## src/rtl/pipe_pkg.sv

```systemverilog
// pipe_pkg: shared sequencer state, register and control-field constants
// for the 5-stage core.
package pipe_pkg;

    typedef enum logic [1:0] {
        RUN      = 2'd0,
        LU_STALL = 2'd1,
        MEM_WAIT = 2'd2,
        ERR      = 2'd3
    } hazard_state_t;

    localparam logic [4:0] REG_ZERO = 5'd0;

    localparam int WB_W  = 2;
    localparam int MEM_W = 2;
    localparam int EX_W  = 4;

    typedef struct packed {
        logic pc_write;
        logic ifid_write;
        logic ifid_flush;
        logic idex_bubble;
        logic pipe_hold;
    } hz_ctrl_t;

    localparam hz_ctrl_t CTRL_ADVANCE = 5'b11000;
    localparam hz_ctrl_t CTRL_FLUSH   = 5'b11100;
    localparam hz_ctrl_t CTRL_STALL   = 5'b00010;
    localparam hz_ctrl_t CTRL_FREEZE  = 5'b00001;
    localparam hz_ctrl_t CTRL_RESET   = 5'b00010;

    function automatic logic [7:0] sat_inc8(input logic [7:0] v);
        return (v == 8'hFF) ? v : v + 8'd1;
    endfunction

endpackage

```

## src/rtl/hazard_detect.sv

```systemverilog
// hazard_detect: combinational load-use comparator between the load in EX
// and the operands of the instruction in ID; shared with forwarding.
module hazard_detect
    import pipe_pkg::*;
(
    input  logic       i_ex_memread,
    input  logic [4:0] i_ex_rt_addr,
    input  logic [4:0] i_id_rs_addr,
    input  logic [4:0] i_id_rt_addr,
    input  logic       i_id_uses_rt,
    output logic       o_lu
);

    logic w_rs_hit;
    logic w_rt_hit;
    logic w_dst_live;

    assign w_rs_hit   = (i_ex_rt_addr == i_id_rs_addr);
    assign w_rt_hit   = i_id_uses_rt && (i_ex_rt_addr == i_id_rt_addr);
    // $zero is never really written, so a load into it can't create a hazard
    assign w_dst_live = (i_ex_rt_addr != REG_ZERO);
    assign o_lu       = i_ex_memread && w_dst_live && (w_rs_hit || w_rt_hit);

endmodule

```

## src/rtl/hazard_ctrl.sv

```systemverilog
// hazard_ctrl: PC / IF/ID / ID/EX sequencer for load-use, branch and
// data-memory waits. HAZARD_CTRL_PERF_EN adds stall/flush counters.
module hazard_ctrl
    import pipe_pkg::*;
#(
    parameter int LOAD_LAT    = 1,
    parameter int MEM_TIMEOUT = 255
)
(
    input  logic       clk_i,
    input  logic       rst_n_i,
    input  logic [4:0] id_rs_addr_i,
    input  logic [4:0] id_rt_addr_i,
    input  logic       id_uses_rt_i,
    input  logic       ex_memread_i,
    input  logic [4:0] ex_rt_addr_i,
    input  logic       branch_taken_i,
    input  logic       mem_busy_i,
    output logic       pc_write_o,
    output logic       ifid_write_o,
    output logic       ifid_flush_o,
    output logic       idex_bubble_o,
    output logic       pipe_hold_o,
    output logic       timeout_o
`ifdef HAZARD_CTRL_PERF_EN
    ,
    output logic [31:0] stall_cnt_o,
    output logic [31:0] flush_cnt_o
`endif
);

    localparam logic [2:0] LAT_M1 = 3'(LOAD_LAT - 1);
    localparam logic [7:0] TMO    = 8'(MEM_TIMEOUT);

    hazard_state_t r_state;
    hazard_state_t w_state_nxt;
    logic [2:0]    r_stall_cnt;
    logic [2:0]    w_stall_nxt;
    logic [7:0]    r_wait_cnt;
    logic [7:0]    w_wait_nxt;

    hazard_state_t w_run_state;
    logic [2:0]    w_run_stall;
    logic [7:0]    w_run_wait;
    hz_ctrl_t      w_run_ctrl;
    hz_ctrl_t      w_ctrl;
    hz_ctrl_t      w_out;
    logic          w_lu;

    hazard_detect u_detect (
        .i_ex_memread (ex_memread_i),
        .i_ex_rt_addr (ex_rt_addr_i),
        .i_id_rs_addr (id_rs_addr_i),
        .i_id_rt_addr (id_rt_addr_i),
        .i_id_uses_rt (id_uses_rt_i),
        .o_lu         (w_lu)
    );

    // Decision taken from a free-running pipeline; reused when a memory
    // wait ends so the releasing cycle is not lost.
    always_comb begin
        w_run_state = RUN;
        w_run_stall = 3'd0;
        w_run_wait  = 8'd0;
        w_run_ctrl  = CTRL_ADVANCE;
        if (mem_busy_i) begin
            w_run_ctrl  = CTRL_FREEZE;
            w_run_state = MEM_WAIT;
            w_run_wait  = 8'd1;
        end else if (w_lu) begin
            w_run_ctrl = CTRL_STALL;
            if (LOAD_LAT > 1) begin
                w_run_state = LU_STALL;
                w_run_stall = LAT_M1;
            end
        end else if (branch_taken_i) begin
            w_run_ctrl = CTRL_FLUSH;
        end
    end

    always_comb begin
        w_state_nxt = r_state;
        w_stall_nxt = r_stall_cnt;
        w_wait_nxt  = r_wait_cnt;
        w_ctrl      = CTRL_ADVANCE;
        unique case (r_state)
            RUN: begin
                w_ctrl      = w_run_ctrl;
                w_state_nxt = w_run_state;
                w_stall_nxt = w_run_stall;
                w_wait_nxt  = w_run_wait;
            end
            LU_STALL: begin
                if (mem_busy_i) begin
                    w_ctrl      = CTRL_FREEZE;
                    w_state_nxt = MEM_WAIT;
                    w_stall_nxt = 3'd0;
                    w_wait_nxt  = 8'd1;
                end else begin
                    w_ctrl = CTRL_STALL;
                    if (r_stall_cnt <= 3'd1) begin
                        w_state_nxt = RUN;
                        w_stall_nxt = 3'd0;
                    end else begin
                        w_stall_nxt = r_stall_cnt - 3'd1;
                    end
                end
            end
            MEM_WAIT: begin
                if (mem_busy_i) begin
                    w_ctrl = CTRL_FREEZE;
                    if (r_wait_cnt >= TMO) begin
                        w_state_nxt = ERR;
                    end else begin
                        w_wait_nxt = sat_inc8(r_wait_cnt);
                    end
                end else begin
                    w_ctrl      = w_run_ctrl;
                    w_state_nxt = w_run_state;
                    w_stall_nxt = w_run_stall;
                    w_wait_nxt  = w_run_wait;
                end
            end
            ERR: begin
                w_ctrl = CTRL_FREEZE;
            end
        endcase
    end

    always_ff @(posedge clk_i or negedge rst_n_i) begin
        if (!rst_n_i) begin
            r_state     <= RUN;
            r_stall_cnt <= 3'd0;
            r_wait_cnt  <= 8'd0;
        end else begin
            r_state     <= w_state_nxt;
            r_stall_cnt <= w_stall_nxt;
            r_wait_cnt  <= w_wait_nxt;
        end
    end

    // Reset is applied combinationally so outputs settle before any edge.
    assign w_out         = rst_n_i ? w_ctrl : CTRL_RESET;
    assign pc_write_o    = w_out.pc_write;
    assign ifid_write_o  = w_out.ifid_write;
    assign ifid_flush_o  = w_out.ifid_flush;
    assign idex_bubble_o = w_out.idex_bubble;
    assign pipe_hold_o   = w_out.pipe_hold;
    assign timeout_o     = (r_state == ERR);

`ifdef HAZARD_CTRL_PERF_EN
    logic [31:0] r_stall_perf;
    logic [31:0] r_flush_perf;

    always_ff @(posedge clk_i or negedge rst_n_i) begin
        if (!rst_n_i) begin
            r_stall_perf <= 32'd0;
            r_flush_perf <= 32'd0;
        end else begin
            if (!pc_write_o && (r_stall_perf != 32'hFFFF_FFFF)) begin
                r_stall_perf <= r_stall_perf + 32'd1;
            end
            if (ifid_flush_o && (r_flush_perf != 32'hFFFF_FFFF)) begin
                r_flush_perf <= r_flush_perf + 32'd1;
            end
        end
    end

    assign stall_cnt_o = r_stall_perf;
    assign flush_cnt_o = r_flush_perf;
`endif

endmodule
```

## config.mk

```make
export PLATFORM = sky130hd
export DESIGN_NAME = hazard_ctrl
export DESIGN_NICKNAME = d
export VERILOG_FILES = /design/src/rtl/pipe_pkg.sv /design/src/rtl/hazard_detect.sv /design/src/rtl/hazard_ctrl.sv
export SDC_FILE = /design/constraint.sdc
export NUM_CORES = 1
export LEC_CHECK = 0
export CAP_MARGIN = 0
export CORE_ASPECT_RATIO = 0.5
export CORE_UTILIZATION = 26
export DETAILED_ROUTE_END_ITERATION = 10
export HOLD_SLACK_MARGIN = 0.1
export PLACE_DENSITY = 0.55
export SLEW_MARGIN = 30
export SYNTH_ARGS = -nofsm -noshare
export SYNTH_HDL_FRONTEND = slang
export SYNTH_SLANG_ARGS = --single-unit
```

## constraint.sdc

```tcl
create_clock -name clk_i -period 2.3 [get_ports clk_i]
set_clock_uncertainty 0.15 [all_clocks]
set_input_delay 0.46 -clock clk_i [delete_from_list [all_inputs] [get_ports clk_i]]
set_output_delay 0.46 -clock clk_i [all_outputs]
set_load 0.02 [all_outputs]
```

==> run_results.csv, run 1 <==
group,metric,value,unit
outcome,outcome,"complete, no violations",
sta,hold_viol,0,
logic_synthesis,synthDistinctLibCells,39,
logic_synthesis,synthDominantCellAreaShare,31.1,%
sta,maxSlewHeadroom,72.5,%
clocking,clk_pin_slew_worst_paths,0.06,ns
power,switchingPower,0.155,mW
logic_synthesis,synth.largest_area_cell,"dfrtp_1",
sta,rsz0062_at_grt,"true",
sta,min_period_over_period,99.3,%
floorplanning,die_w,91.7,um
global_routing,grt_pass1_wl,4440,um
sta,period_needed,2.28,ns
floorplanning,core-area,0.00364,mm2
route,wl,2650,um
clocking,cts_buffer_depth,2,
worst_setup_path,endpoint_kind,"output pin",
clocking,clock-sinks,13,
route,drtAntennaViolNets,0,
finish,drive_gt1_share,26.9,%
clocking,cts_made_buffers,3,
global_routing,antenna_found_initial,0,
floorplanning,fp.dieH,46.9,um
route,vias,1021,
logic_synthesis,synth_flop_cell,"dfrtp_1",
global_routing,gr-usage-all-layers,13.5,%
floorplanning,io_pins,27,
logic_synthesis,syn-cell-area,0.00105,mm2
power,irDropWorstVdd,0.155,mV
route,wire_per_inst,12.2,um
global_routing,grt-ovfl-total,0,
power,internal_power,0.433,mW
finish,nFillCells,383,
worst_setup_path,crit_fanout,3,
place,port_buffers,26,
logic_synthesis,async_flop_share,100,%
finish,n_antenna_cell,0,
route,first_pass_iters,4,
logic_synthesis,synth_nets,150,
logic_synthesis,yosysMostFrequentCell,"inv_1",
logic_synthesis,synth_edf_count,0,
route,drc_errors,0,
power,p_clk_share,36.2,%
power,power_density,384,mW/mm2
clocking,cts_tree,"done",
power,power_leakage,0.679,nW
logic_synthesis,syn_inst,122,
worst_setup_path,critPathMaxStageDelay,0.52,ns
power,netSwitchingFraction,26.3,%
sta,setup_viol,0,
sta,worst_slew_pin_slew,0.412,ns
worst_setup_path,crit_path_start_kind,"input port",
clocking,worstSkewPairLatency,0.24,ns
sta,tns,0,ns
sta,maxSlewViolCount,0,
run,cap_violations,0,
place,hpwl,2060,um
floorplanning,rows,15,
place,place.gp.congestion,0.741,
route,vias_per_cell,4.68,
floorplanning,die_area,0.00430,mm2
worst_setup_path,critical_path_class,"in2out",
finish,fin_util,42.0,%
sta,fmax,438,MHz
power,power_frac_seq,40.6,%
finish,final_nets,196,
finish,syn_to_final_growth,46.3,%
sta,setup_slack,0.0152,ns
logic_synthesis,syn_area_per_cell,8.57,um2
power,power_frac_comb,23.2,%
global_routing,grt_max_degree,10,
global_routing,first_global_vias,1016,
sta,holdWs,0.381,ns
logic_synthesis,synth-seq-cells,13,
logic_synthesis,synth_commonest_cells,"inv_1 (14), dfrtp_1 (13), nand2_1 (11)",
clocking,cts_max_level,1,
logic_synthesis,yosysWarnings,0,
worst_setup_path,crit_slowest_cell,"or4_4",
logic_synthesis,yosysSeqAreaShare,31.1,%
clocking,postCtsSetupBuffers,0,
clocking,root_buffer,"clkbuf_8",
route,drtIter0Drc,26,
power,finalPower,0.588,mW
min_path,hp-class,"reg2reg",
worst_setup_path,cp.required,1.69,ns
floorplanning,initial_core_util,28.7,%
place,pre_cts_ws,-0.808,ns
worst_setup_path,cp.arrival,1.67,ns
worst_setup_path,path_cells,"buf_6 -> or4_4 -> o21a_4 -> a211oi_2 -> buf_4",
logic_synthesis,synthTopCellsByArea,"dfrtp_1 (31%), ha_1 (8.4%), xnor2_1 (8.4%)",
## cell usage in the layout (no fill, tap or decap), types with 2 or more instances in the layout
cell,count
dlygate4sd2_1,11
nor2_1,4
clkbuf_8,3
nand3_1,6
ha_2,2
ha_1,5
nand2_1,11
o21ai_0,7
dfrtp_1,13
nand2b_1,3
clkdlybuf4s50_1,5
buf_4,23
inv_1,12
inv_2,2
nor3_1,2
buf_6,3
xnor2_1,10
a31oi_1,6
nand4_1,2
a21oi_1,5
o21ai_1,2
a22o_1,2
## logic make-up after synthesis
| logic type | share of synthesized area, % |
|---|---|
| compound gates | 21.9 |
| mux | 2.39 |
| simple gates | 19.6 |
| buf+inv | 8.25 |
| xor+xnor | 8.37 |
| fa+ha+maj | 8.37 |
| flops | 31.1 |
## final timing paths
path,startpoint,slack [ns],end,cells after the start
setup / recovery,ex_rt_addr_i[4],0.02,ifid_flush_o,5
hold / removal,r_stall_cnt[2],0.38,r_stall_cnt[2],3
setup reg to reg,r_state[1],0.34,r_wait_cnt[3],7
hold reg to reg,r_stall_cnt[2],0.38,r_stall_cnt[2],3
max in group asynchronous,rst_n_i,1.40,r_wait_cnt[1],2
min in group asynchronous,rst_n_i,0.45,r_state[1],2
## layout make-up
type / count / area (um2) / share of cell area, %
Timing Repair Buffer: 45 / 375 / 24.5
Clock buffer: 4 / 45.0 / 2.94
Inverter: 14 / 52.6 / 3.43
Tap cell: 51 / 63.8 / 4.17
Multi-Input combinational cell: 91 / 668 / 43.7
Sequential cell: 13 / 325 / 21.3
## power by group through the flow
stage | registers, mW | logic (mW) | clock network (mW)
floorplan | 0.241 | 0.0584 | 0
global placement | 0.242 | 0.139 | 0
detailed placement | 0.242 | 0.141 | 0
CTS | 0.238 | 0.135 | 0.217
global route | 0.239 | 0.150 | 0.231
finish | 0.238 | 0.137 | 0.213
## through the flow
step	cells	instance area [um2]
final	218	1530
after detailed placement	214	1490
after CTS	218	1510
after floorplan	122	1050
after global placement	214	1490
after global routing	218	1530
## state kept, by name, summed over array words and instances, names as in the netlist
signal,count
r_wait_cnt,8
r_state,2
r_stall_cnt,3
## layer usage
metal  part of all wire (%)  vias up  track usage, %
met5                      0        -               0
met4                    1.0        0            3.75
li1                       -      527               -
met1                     48      468            15.6
met3                    4.7        2            3.40
met2                     46       24            26.0
## worst max-delay path, delay by kind of cell
| family | cells | cell delay, ns |
|---|---|---|
| simple gates | 1 | 0.52 |
| compound gates | 2 | 0.43 |
| buf+inv | 2 | 0.26 |
## what timing repair did
item                       in CTS  in global routing
pin swaps                      12                  5
hold buffers                    0                  0
setup endpoints to repair       6                  4
resized for setup              54                 11
Note: power is estimated with default switching activity, not from simulation.
==> run 2: changes to the inputs <==
Settings changed: CORE_ASPECT_RATIO 0.5 to default, CORE_UTILIZATION 26 to 48, PLACE_DENSITY 0.55 to 0.86.
==> run_results.csv, run 2 (synthesized netlist as in run 1, its figures left out) <==
group,metric,value,unit
finish,seq_area,325,um2
sta,setup_viol,2,
clocking,worstSkewPairLatency,0.28,ns
place,hpwl,2220,um
worst_setup_path,timing.rr.start,"r_state[1]",
outcome,violations,"negative setup slack",
sta,rsz0062_at_grt,"true",
sta,fmax,434,MHz
floorplanning,core-area,0.00200,mm2
finish,syn_to_final_growth,46.3,%
finish,largest_reg_flops,8,
sta,maxSlewHeadroom,75.8,%
floorplanning,die_area,0.00237,mm2
min_path,min_to,"r_wait_cnt[3]",
finish,reg.largest.list,"r_wait_cnt: 8 flops, r_stall_cnt: 3 flops, r_state: 2 flops",
worst_setup_path,reg2regPathDepth,8,
clocking,cts_tree,"done",
place,port_buffers,26,
route,drtAntennaViolNets,0,
clocking,cts_buffer_depth,2,
sta,hold_viol,0,
floorplanning,initial_core_util,52.2,%
place,place.gp.congestion,0.844,
worst_setup_path,cp.arrival,1.70,ns
finish,drive_gt1_share,30.0,%
worst_setup_path,cp.required,1.69,ns
min_path,min_path_cells,1,
power,finalPower,0.536,mW
finish,multi_input_area,697,um2
global_routing,antenna_found_initial,0,
sta,maxSlewViolCount,0,
floorplanning,io_pins,27,
power,power_leakage,0.693,nW
clocking,holdBufCountCts,0,
worst_setup_path,critical_path_class,"in2out",
sta,period_needed,2.31,ns
power,irDropWorstVdd,0.340,mV
clocking,clock-sinks,13,
min_path,hp-class,"reg2reg",
floorplanning,die_w,48.7,um
global_routing,first_global_vias,1083,
floorplanning,fp.dieH,48.7,um
global_routing,grt-ovfl-total,0,
min_path,hp-start,"r_wait_cnt[3]",
route,wl,2770,um
global_routing,gr-usage-all-layers,25.8,%
worst_setup_path,crit_fanout,3,
clocking,cts_made_buffers,3,
route,vias_per_cell,5.43,
place,place_inst,191,
finish,n_antenna_cell,0,
worst_setup_path,worst-r2r-setup-slack,0.26,ns
route,vias,1069,
finish,layout_commonest_cell,"buf_4",
run,cap_violations,0,
finish,final_cell_mix,"buf_4 (24), dfrtp_1 (13), inv_1 (12), dlygate4sd2_1 (12), nand2_1 (11)",
sta,worst_slew_pin_slew,0.358,ns
global_routing,grt_max_degree,14,
route,drtIter0Drc,29,
sta,setup_slack,-0.00624,ns
clocking,cts_max_level,1,
route,first_pass_iters,4,
power,power_density,350,mW/mm2
worst_setup_path,crit_path_start_kind,"input port",
finish,nFillCells,139,
clocking,clk_pin_slew_worst_paths,0.08,ns
global_routing,grt_pass1_wl,4720,um
outcome,outcome,"complete, but fails checks",
sta,min_period_over_period,100,%
finish,regMostFlops,"r_wait_cnt",
worst_setup_path,endpoint_kind,"output pin",
worst_setup_path,reg2reg_to,"r_wait_cnt[3]",
floorplanning,rows,16,
route,drc_errors,0,
route,wire_per_inst,14.1,um
finish,final_nets,199,
clocking,root_buffer,"clkbuf_4",
finish,instances_no_fill,197,
run 2: cell types whose count changed in the layout (fill, tap and decap cells not counted), sizes merged:
cell          change
dlymetal6s2s      -1
dlygate4sd2       +1
buf               +4
clkbuf            -1
run 2: timing repair:
action,in CTS,in global routing
pin swaps,18,6
resized for setup,56,13
endpoints found under the setup margin,6,4
setup buffers,0,2
run 2: worst max-delay path, cell delays in order:
cell    delay, ns
buf_6        0.10
or4_4        0.52
o21a_4       0.22
a41o_1       0.26
buf_6        0.13
run 2: worst max-delay path by stage:
stage                         start       endpoint  slack, ns
floorplan           ex_rt_addr_i[1]     pc_write_o       0.03
global placement    ex_rt_addr_i[1]   ifid_flush_o      -0.77
detailed placement  ex_rt_addr_i[1]   ifid_flush_o      -0.82
CTS                 ex_rt_addr_i[4]   ifid_flush_o     -0.004
global route             r_state[1]  idex_bubble_o      -0.07
finish              ex_rt_addr_i[4]  idex_bubble_o     -0.006
run 2: cell type report:
cell class / count / share of cell area (%)
clock buffers: 4 / 1.72
inverters: 14 / 3.43
multi-input cells: 91 / 45.5
flip-flops and latches: 13 / 21.3
well taps: 27 / 2.21
repair buffers: 48 / 25.8
run 2: through the flow:
step | utilization [%] | hold WS [ns] | TNS (ns) | cell area [um2] | setup slack, ns
floorplan | - | 0.0144 | 0 | 1050 | 0.0270
global placement | 73.2 | 0.355 | -3.04 | 1470 | -0.768
detailed placement | 73.2 | 0.380 | -3.24 | 1470 | -0.816
CTS | 73.8 | 0.389 | -0.00428 | 1480 | -0.00428
global route | 76.4 | 0.426 | -0.175 | 1530 | -0.0673
finish | 76.4 | 0.391 | -0.00837 | 1530 | -0.00624
run 2: per-layer routing:
metal  up-vias  share of wire, %  track usage (%)  wire length [um]
li1        531                 -                -                 -
met1       503                40             27.3              1110
met2        27                54             51.2              1490
met3         8               3.3             2.83                91
met4         0               2.7             9.31                74
met5         -                 0                0                 0
run 2: power by group:
| group | total [mW] | internal (mW) | switching [mW] |
|---|---|---|---|
| Combinational | 0.151 | 0.0846 | 0.0667 |
| Clock | 0.147 | 0.0673 | 0.0795 |
| Sequential | 0.238 | 0.232 | 0.00555 |
| Total | 0.536 | 0.384 | 0.152 |
==> run 3: changes to the inputs <==
Settings changed: CORE_UTILIZATION 48 to 50, CTS_BUF_LIST from default to sky130_fd_sc_hd__clkbuf_8, DONT_BUFFER_PORTS from default to 1, PLACE_DENSITY 0.86 to 0.72, TNS_END_PERCENT from default to 20.
==> run_results.csv, run 3 (synthesized netlist as in run 1, its figures left out) <==
group,metric,value,unit
floorplanning,die_area,0.00228,mm2
floorplanning,core-area,0.00196,mm2
worst_setup_path,critical_path_class,"reg2out",
finish,drive_gt1_share,16.4,%
place,hpwl,1590,um
worst_setup_path,critPathMaxStageDelay,0.40,ns
clocking,cts_made_buffers,3,
run,cap_violations,0,
sta,fmax,449,MHz
route,vias_per_cell,5.65,
finish,largest_reg_flops,8,
worst_setup_path,cp_top_family,"simple AND/OR/NAND/NOR gates",
global_routing,grt_max_degree,14,
floorplanning,io_pins,27,
power,finalPower,0.515,mW
clocking,worstSkewPairLatency,0.24,ns
worst_setup_path,timing.rr.start,"r_wait_cnt[0]",
finish,n_antenna_cell,0,
worst_setup_path,crit_path_start_kind,"flop",
route,drtIter0Drc,14,
sta,maxSlewViolCount,0,
worst_setup_path,cp.required,1.69,ns
sta,period_needed,2.23,ns
route,vias,875,
min_path,hp-class,"in2reg",
finish,reg.largest.list,"r_wait_cnt: 8 flops, r_stall_cnt: 3 flops, r_state: 2 flops",
power,irDropWorstVdd,0.499,mV
sta,min_period_over_period,96.9,%
route,wire_per_inst,13.4,um
global_routing,grt_pass1_wl,3120,um
route,wl,2080,um
finish,layout_commonest_cell,"inv_1",
finish,syn_to_final_growth,13.0,%
global_routing,gr-usage-all-layers,19.5,%
global_routing,antenna_found_initial,0,
worst_setup_path,cp.arrival,1.62,ns
floorplanning,fp.dieH,47.7,um
place,pre_cts_ws,0.0229,ns
floorplanning,rows,16,
power,power_leakage,0.483,nW
power,power_density,435,mW/mm2
worst_setup_path,crit_start,"r_state[0]",
clocking,cts_buffer_depth,2,
worst_setup_path,crit_fanout,4,
sta,maxSlewHeadroom,59.7,%
floorplanning,initial_core_util,53.3,%
worst_setup_path,path_cells,"inv_2 -> ha_1 -> or2_2 -> o21ai_2 -> o21ai_0 -> and2_4",
global_routing,first_global_vias,786,
floorplanning,die_w,47.7,um
finish,regMostFlops,"r_wait_cnt",
min_path,hp-start,"mem_busy_i",
sta,setup_viol,0,
sta,tns,0,ns
finish,instances_no_fill,155,
global_routing,grt-ovfl-total,0,
place,place.gp.congestion,0.799,
place,place_inst,147,
route,drtAntennaViolNets,0,
worst_setup_path,critical_path_buf_inv_count,1,
sta,worst_slew_pin_slew,0.603,ns
clocking,root_buffer,"clkbuf_8",
outcome,outcome,"complete, no violations",
worst_setup_path,crit_slowest_cell,"dfrtp_1",
finish,final_nets,157,
clocking,clk_pin_slew_worst_paths,0.06,ns
place,port_buffers,0,
route,first_pass_iters,4,
sta,setup_slack,0.0716,ns
finish,final_cell_mix,"inv_1 (14), dfrtp_1 (12), nand2_1 (11)",
sta,hold_viol,0,
clocking,cts_tree,"done",
route,drc_errors,0,
worst_setup_path,endpoint_kind,"output pin",
clocking,cts_max_level,1,
clocking,clock-sinks,13,
[run 3: final timing paths]
| check | end | slack (ns) | cells after the start |
|---|---|---|---|
| setup reg to reg | r_wait_cnt[0] | 0.30 | 5 |
| hold / removal | r_state[0] | 0.31 | 2 |
| hold reg to reg | r_stall_cnt[2] | 0.38 | 3 |
| min in group asynchronous | r_wait_cnt[6] | 0.52 | 1 |
| setup / recovery | pipe_hold_o | 0.07 | 6 |
| max in group asynchronous | r_state[1] | 1.05 | 1 |
[run 3: what timing repair did]
action                                 4_1_cts  5_1_grt
gates cloned                                 0        0
endpoints found under the hold margin       13        0
gates resized for setup                      3        7
pin swaps                                    0        1
setup endpoints to repair                    2        2
setup buffers                                3        0
hold buffers                                 1        0
[run 3: per-stage QoR]
stage | hold slack [ns] | instance area, um2 | utilization, %
floorplan | 0.0144 | 1050 | -
global placement | 0.0149 | 1080 | 54.9
detailed placement | 0.0149 | 1080 | 54.9
CTS | 0.296 | 1160 | 59.1
global route | 0.333 | 1180 | 60.3
finish | 0.305 | 1180 | 60.3
[run 3: final cells by class]
class,instances,area (um2)
Multi-Input combinational cell,91,664
Clock inverter,1,3.75
Sequential cell,13,327
Inverter,14,52.6
Tap cell,27,33.8
Clock buffer,3,41.3
Timing Repair Buffer,6,60.1
Fill cell,186,779
[run 3: report_power, final]
| group | total [mW] | switching, mW | internal [mW] |
|---|---|---|---|
| combinational | 0.0790 | 0.0399 | 0.0391 |
| sequential | 0.240 | 0.00648 | 0.233 |
| clock | 0.196 | 0.0787 | 0.118 |
| total | 0.515 | 0.125 | 0.390 |
[run 3: worst reg2reg max path: stages, from the launching register on]
cell and delay [ns]:
dfrtp_1 0.43, ha_1 0.26, and4_4 0.28, nand3_4 0.09, o211a_1 0.35, mux2_4 0.33
[run 3: routing by layer]
layer  up-vias  wire length (um)  track usage, %
met2        20              1040            33.5
met5         -                 0               0
li1        447                 -               -
met1       406               934            23.4
met4         0                11            6.67
met3         2                88            5.28
